<file path="config.mk">
export PLATFORM = sky130hd
export DESIGN_NAME = plru_state_array
export DESIGN_NICKNAME = d
export VERILOG_FILES = /design/src/rtl/plru_pkg.sv /design/src/rtl/plru_state_array_tree.sv /design/src/rtl/plru_state_array.sv
export SDC_FILE = /design/constraint.sdc
export NUM_CORES = 1
export LEC_CHECK = 0
export BUFFER_PORTS_ARGS = -buffer_cell sky130_fd_sc_hd__buf_4
export CAP_MARGIN = 20
export CORE_ASPECT_RATIO = 1.75
export CORE_MARGIN = 2
export CORE_UTILIZATION = 36
export CTS_CLUSTER_SIZE = 20
export DETAILED_ROUTE_END_ITERATION = 7
export GPL_TIMING_DRIVEN = 0
export PLACE_DENSITY = 0.55
export SLEW_MARGIN = 20
export SYNTH_ARGS = -nofsm -noshare
export SYNTH_HDL_FRONTEND = slang
export SYNTH_HIERARCHICAL = 1
export SYNTH_SLANG_ARGS = --single-unit
</file>
<file path="constraint.sdc">
create_clock -name clk0 -period 7.6 [get_ports clk0]
set_input_delay 1.14 -clock clk0 [delete_from_list [all_inputs] [get_ports clk0]]
set_output_delay 1.14 -clock clk0 [all_outputs]
set_load 0.02 [all_outputs]
</file>
<file path="src/rtl/plru_pkg.sv">
// Shared types and tree pseudo-LRU helpers for the per-set PLRU state store.
// Functions work on a maximum-width tree; callers pass the real way-index width.
package plru_pkg;

  localparam int unsigned MAX_WAYS = 64;
  localparam int unsigned MAX_IDX  = 6;

  typedef logic [MAX_WAYS-2:0] plru_bits_t;
  typedef logic [MAX_IDX-1:0]  plru_way_t;

  typedef enum logic {IDLE, SWEEP} plru_state_e;

  // Walk from the root following node bits (0 = left, 1 = right) to a leaf.
  function automatic plru_way_t plru_victim(input plru_bits_t bits, input int unsigned idx_w);
    plru_way_t way;
    plru_way_t node;
    logic      dir;
    way  = '0;
    node = '0;
    for (int unsigned lvl = 0; lvl < MAX_IDX; lvl++) begin
      if (lvl < idx_w) begin
        dir  = bits[node];
        way  = {way[MAX_IDX-2:0], dir};
        node = {node[MAX_IDX-2:0], 1'b0} + MAX_IDX'(1) + MAX_IDX'(dir);
      end
    end
    return way;
  endfunction

  // Point every node on the path to 'way' away from it; other nodes keep their value.
  function automatic plru_bits_t plru_update(input plru_bits_t bits, input plru_way_t way,
                                             input int unsigned idx_w);
    plru_bits_t nb;
    plru_way_t  ws;
    plru_way_t  node;
    logic       dir;
    nb   = bits;
    ws   = way << (MAX_IDX - idx_w);
    node = '0;
    for (int unsigned lvl = 0; lvl < MAX_IDX; lvl++) begin
      if (lvl < idx_w) begin
        dir      = ws[MAX_IDX-1];
        nb[node] = ~dir;
        node     = {node[MAX_IDX-2:0], 1'b0} + MAX_IDX'(1) + MAX_IDX'(dir);
        ws       = ws << 1;
      end
    end
    return nb;
  endfunction

endpackage

</file>
<file path="src/rtl/plru_state_array_tree.sv">
// Combinational PLRU tree: next state after touching a way, and the victim of the given state.
module plru_tree
  import plru_pkg::*;
#(
  parameter  int unsigned WAYS    = 4,
  localparam int unsigned WAY_IDX = $clog2(WAYS),
  localparam int unsigned NODES   = WAYS - 1
) (
  input  logic [NODES-1:0]   i_bits,
  input  logic [WAY_IDX-1:0] i_way,
  output logic [NODES-1:0]   o_next,
  output logic [WAY_IDX-1:0] o_victim
);

  assign o_next   = NODES'(plru_update(plru_bits_t'(i_bits), plru_way_t'(i_way), WAY_IDX));
  assign o_victim = WAY_IDX'(plru_victim(plru_bits_t'(i_bits), WAY_IDX));

endmodule

</file>
<file path="src/rtl/plru_state_array.sv">
// Per-set tree pseudo-LRU state store with touch/victim-query ports and a flush sweep.
// Query results appear combinationally one cycle after the request, forwarded past a pending touch.
module plru_state_array
  import plru_pkg::*;
#(
  parameter  int unsigned S_INDEX = 4,
  parameter  int unsigned WAYS    = 4,
  localparam int unsigned WAY_IDX = $clog2(WAYS)
) (
  input  logic               clk0,
  input  logic               rst0,
  input  logic               flush_req,
  output logic               busy,
  input  logic               vic_req,
  input  logic [S_INDEX-1:0] vic_set,
  output logic               vic_valid,
  output logic [WAY_IDX-1:0] vic_way,
  input  logic               touch_req,
  input  logic [S_INDEX-1:0] touch_set,
  input  logic [WAY_IDX-1:0] touch_way
);

  localparam int unsigned NUM_SETS = 2 ** S_INDEX;
  localparam int unsigned NODES    = WAYS - 1;

  logic [NODES-1:0]   r_bits [NUM_SETS];
  plru_state_e        r_state;
  logic [S_INDEX-1:0] r_cnt;
  logic               r_t_valid;
  logic [S_INDEX-1:0] r_t_set;
  logic [WAY_IDX-1:0] r_t_way;
  logic               r_q_valid;
  logic [S_INDEX-1:0] r_q_set;
  logic [WAY_IDX-1:0] r_last_way;

  logic               w_accept;
  logic [NODES-1:0]   w_t_next;
  logic [NODES-1:0]   w_q_bits;
  logic [WAY_IDX-1:0] w_q_victim;
  logic [WAY_IDX-1:0] w_unused_t_victim;
  logic [NODES-1:0]   w_unused_q_next;

  // New requests are only taken while idle and not in a flush-acceptance cycle.
  assign w_accept = (r_state == IDLE) && !flush_req;

  plru_tree #(.WAYS(WAYS)) u_touch_tree (
    .i_bits   (r_bits[r_t_set]),
    .i_way    (r_t_way),
    .o_next   (w_t_next),
    .o_victim (w_unused_t_victim)
  );

  // A query to the set with a pending touch sees the post-touch bits.
  assign w_q_bits = (r_t_valid && (r_t_set == r_q_set)) ? w_t_next : r_bits[r_q_set];

  plru_tree #(.WAYS(WAYS)) u_query_tree (
    .i_bits   (w_q_bits),
    .i_way    ('0),
    .o_next   (w_unused_q_next),
    .o_victim (w_q_victim)
  );

  assign busy      = (r_state == SWEEP);
  assign vic_valid = r_q_valid;
  assign vic_way   = r_q_valid ? w_q_victim : r_last_way;

  always_ff @(posedge clk0 or posedge rst0) begin
    if (rst0) begin
      for (int i = 0; i < int'(NUM_SETS); i++) r_bits[i] <= '0;
      r_state    <= IDLE;
      r_cnt      <= '0;
      r_t_valid  <= 1'b0;
      r_t_set    <= '0;
      r_t_way    <= '0;
      r_q_valid  <= 1'b0;
      r_q_set    <= '0;
      r_last_way <= '0;
    end else begin
      if (r_q_valid) r_last_way <= w_q_victim;

      if (r_state == SWEEP) r_bits[r_cnt] <= '0;
      else if (r_t_valid) r_bits[r_t_set] <= w_t_next;

      case (r_state)
        IDLE: begin
          if (flush_req) begin
            r_state <= SWEEP;
            r_cnt   <= '0;
          end
        end
        SWEEP: begin
          r_cnt <= r_cnt + S_INDEX'(1);
          if (r_cnt == S_INDEX'(NUM_SETS - 1)) r_state <= IDLE;
        end
        default: r_state <= IDLE;
      endcase

      r_t_valid <= w_accept && touch_req;
      r_q_valid <= w_accept && vic_req;
      if (w_accept) begin
        r_t_set <= touch_set;
        r_t_way <= touch_way;
        r_q_set <= vic_set;
      end
    end
  end

endmodule

</file>
==> results.cfg <==
[timing]
fmax_mhz = 224
period_share = 0.587
period_needed_ns = 4.46
slew_headroom = 0.466
hold_violations = 0
worst_slew_pin_slew_ns = 0.797
rsz0062_at_grt = false
finalSetupViolations = 0
slew_violations = 0
fin_setup_tns_ns = 0
skew_ns = 0.00599

[clock_tree]
insertion_delay_ns = 0.34
clk_path_buf_depth = 2
clk_pin_slew_ns = 0.06
root_buffer = clkbuf_16
tritoncts = built
cts_hold_buf = 0
postCtsSetupBuffers = 0
numCtsBuffers = 9
cts-resized-gates = 0
cts_sinks = 67
htree_levels = 3

[finish]
syn_to_final_growth_pct = 16.9
fin_util = 0.430
multi_input_area_mm2 = 0.00179
final_cell_mix = nand2_1 (86), dfrtp_1 (67), o21ai_0 (50), buf_4 (22), mux4_2 (20)
layout.nets = 389
final_area_mm2 = 0.00421
fill_cells = 935
register_area_mm2 = 0.00168
drive_gt1_frac = 0.227
diodes = 0
final_common_cell = nand2_1

[min_path]
hold_depth = 1
min-delay-start = r_last_way[0]
holdPathEnd = r_last_way[0]
min_path_type = reg2reg

[worst_setup_path]
cp_data_required_time_ns = 6.46
regToRegEndpoint = r_last_way[0]
critical_path_arrival_ns = 3.32
crit_type = reg2out
r2r_slack_ns = 4.66
crit_path_start_kind = flop
path_max_fanout = 7
end_kind = primary output
regToRegStartpoint = r_t_set[0]
rr_worst_depth = 9

[routing]
final_antenna_net_count = 0
finalWirelength_mm = 9.96
routed_via_density = 5.47
dr.pass1.iters = 4
drtIter0Drc = 167
wl_per_cell_um = 19.9
drc_errors = 0
vias = 2737

[power_and_ir_drop]
p_per_area_mw_per_mm2 = 320
p_int_mw = 0.845
p_seq_frac = 0.334
p_clk_frac = 0.307
max-vdd-ir-drop_mv = 0.158
total_power_mw = 1.35
combPwrFrac = 0.360
sw_frac_of_total = 0.373
cellLeakagePower_nw = 1.76
p_sw_mw = 0.503

[status]
outcome = finished clean

[global_route]
grt_antenna_before_repair = 0
grt-ovfl-total = 0
grtUsageTotal = 0.195
grt_pass1_vias = 2747
grt_max_degree = 36
grt_pass1_wl_mm = 15.1

[synth]
synthCells = 340
synth_area_per_cell_um2 = 10.6
yosysWarnings = 6
netlist_area_mm2 = 0.00360
synth_fp_nets = 359

[run]
max_cap_viol_count = 0

[floorplan]
fp.dieW_um = 79.6
initial_core_util = 0.368
boundaryPins = 19
fp.dieArea_mm2 = 0.0109
die_h_um = 136
std_cell_rows = 48
coreArea_mm2 = 0.00979

[place]
dp_hpwl_mm = 7.71
place_area_mm2 = 0.00392
portBuffers = 18
gp_congestion = 0.904
sequential cells by signal (all words and copies together), names as in the netlist:
register / count
busy: 1
r_cnt: 4
r_q_set: 4
r_bits: 48
r_t_set: 4
vic_valid: 1
r_t_way: 2
r_last_way: 2
r_t_valid: 1
worst max path at each step:
| stage | from | to | slack, ns | depth (start not counted) |
|---|---|---|---|---|
| floorplan | r_t_set[0] | vic_way[0] | 4.01 | 9 |
| CTS | r_t_set[0] | vic_way[0] | 3.13 | 10 |
| finish | r_t_set[0] | vic_way[0] | 3.14 | 10 |
| global placement | r_t_set[0] | vic_way[0] | 3.49 | 10 |
| global route | r_t_set[0] | vic_way[0] | 3.05 | 10 |
| detailed placement | r_t_set[0] | vic_way[0] | 3.46 | 10 |
critical path, cell delays in order (launching register included):
cell     delay [ns]
dfrtp_1        0.42
buf_6          0.17
mux4_2         0.50
mux4_2         0.52
and2b_1        0.21
a21oi_1        0.04
inv_1          0.25
mux2i_1        0.12
mux2_1         0.30
mux2_2         0.28
buf_4          0.16
layer usage:
metal	routed length, um	up-vias	track usage
met5	0	-	0
met4	561	0	0.137
met3	388	28	0.0319
met2	5420	94	0.347
met1	3590	1346	0.204
li1	-	1269	-
power by group through the flow:
stage / combinational, mW / clock [mW] / sequential [mW]
final: 0.485 / 0.413 / 0.450
after global routing: 0.519 / 0.431 / 0.457
after CTS: 0.487 / 0.420 / 0.450
after detailed placement: 0.486 / 0 / 0.456
after global placement: 0.480 / 0 / 0.455
after floorplan: 0.342 / 0 / 0.441
metrics by stage:
stage | hold WS (ns) | std cells | setup slack (ns)
2_1_floorplan | 0.463 | 340 | 4.01
3_3_place_gp | 0.478 | 483 | 3.49
3_5_place_dp | 0.489 | 484 | 3.46
4_1_cts | 0.502 | 500 | 3.13
5_1_grt | 0.514 | 500 | 3.05
6_report | 0.499 | 500 | 3.14
cell type report:
cell class	instances	share of cell area
clock buffers	11	0.0576
repair buffers	19	0.0368
clock inverters	5	0.0125
plain buffers	18	0.0250
well taps	125	0.0371
flip-flops and latches	67	0.398
multi-input cells	248	0.426
inverters	7	0.00683
Note: power is estimated with default switching activity, not from simulation.
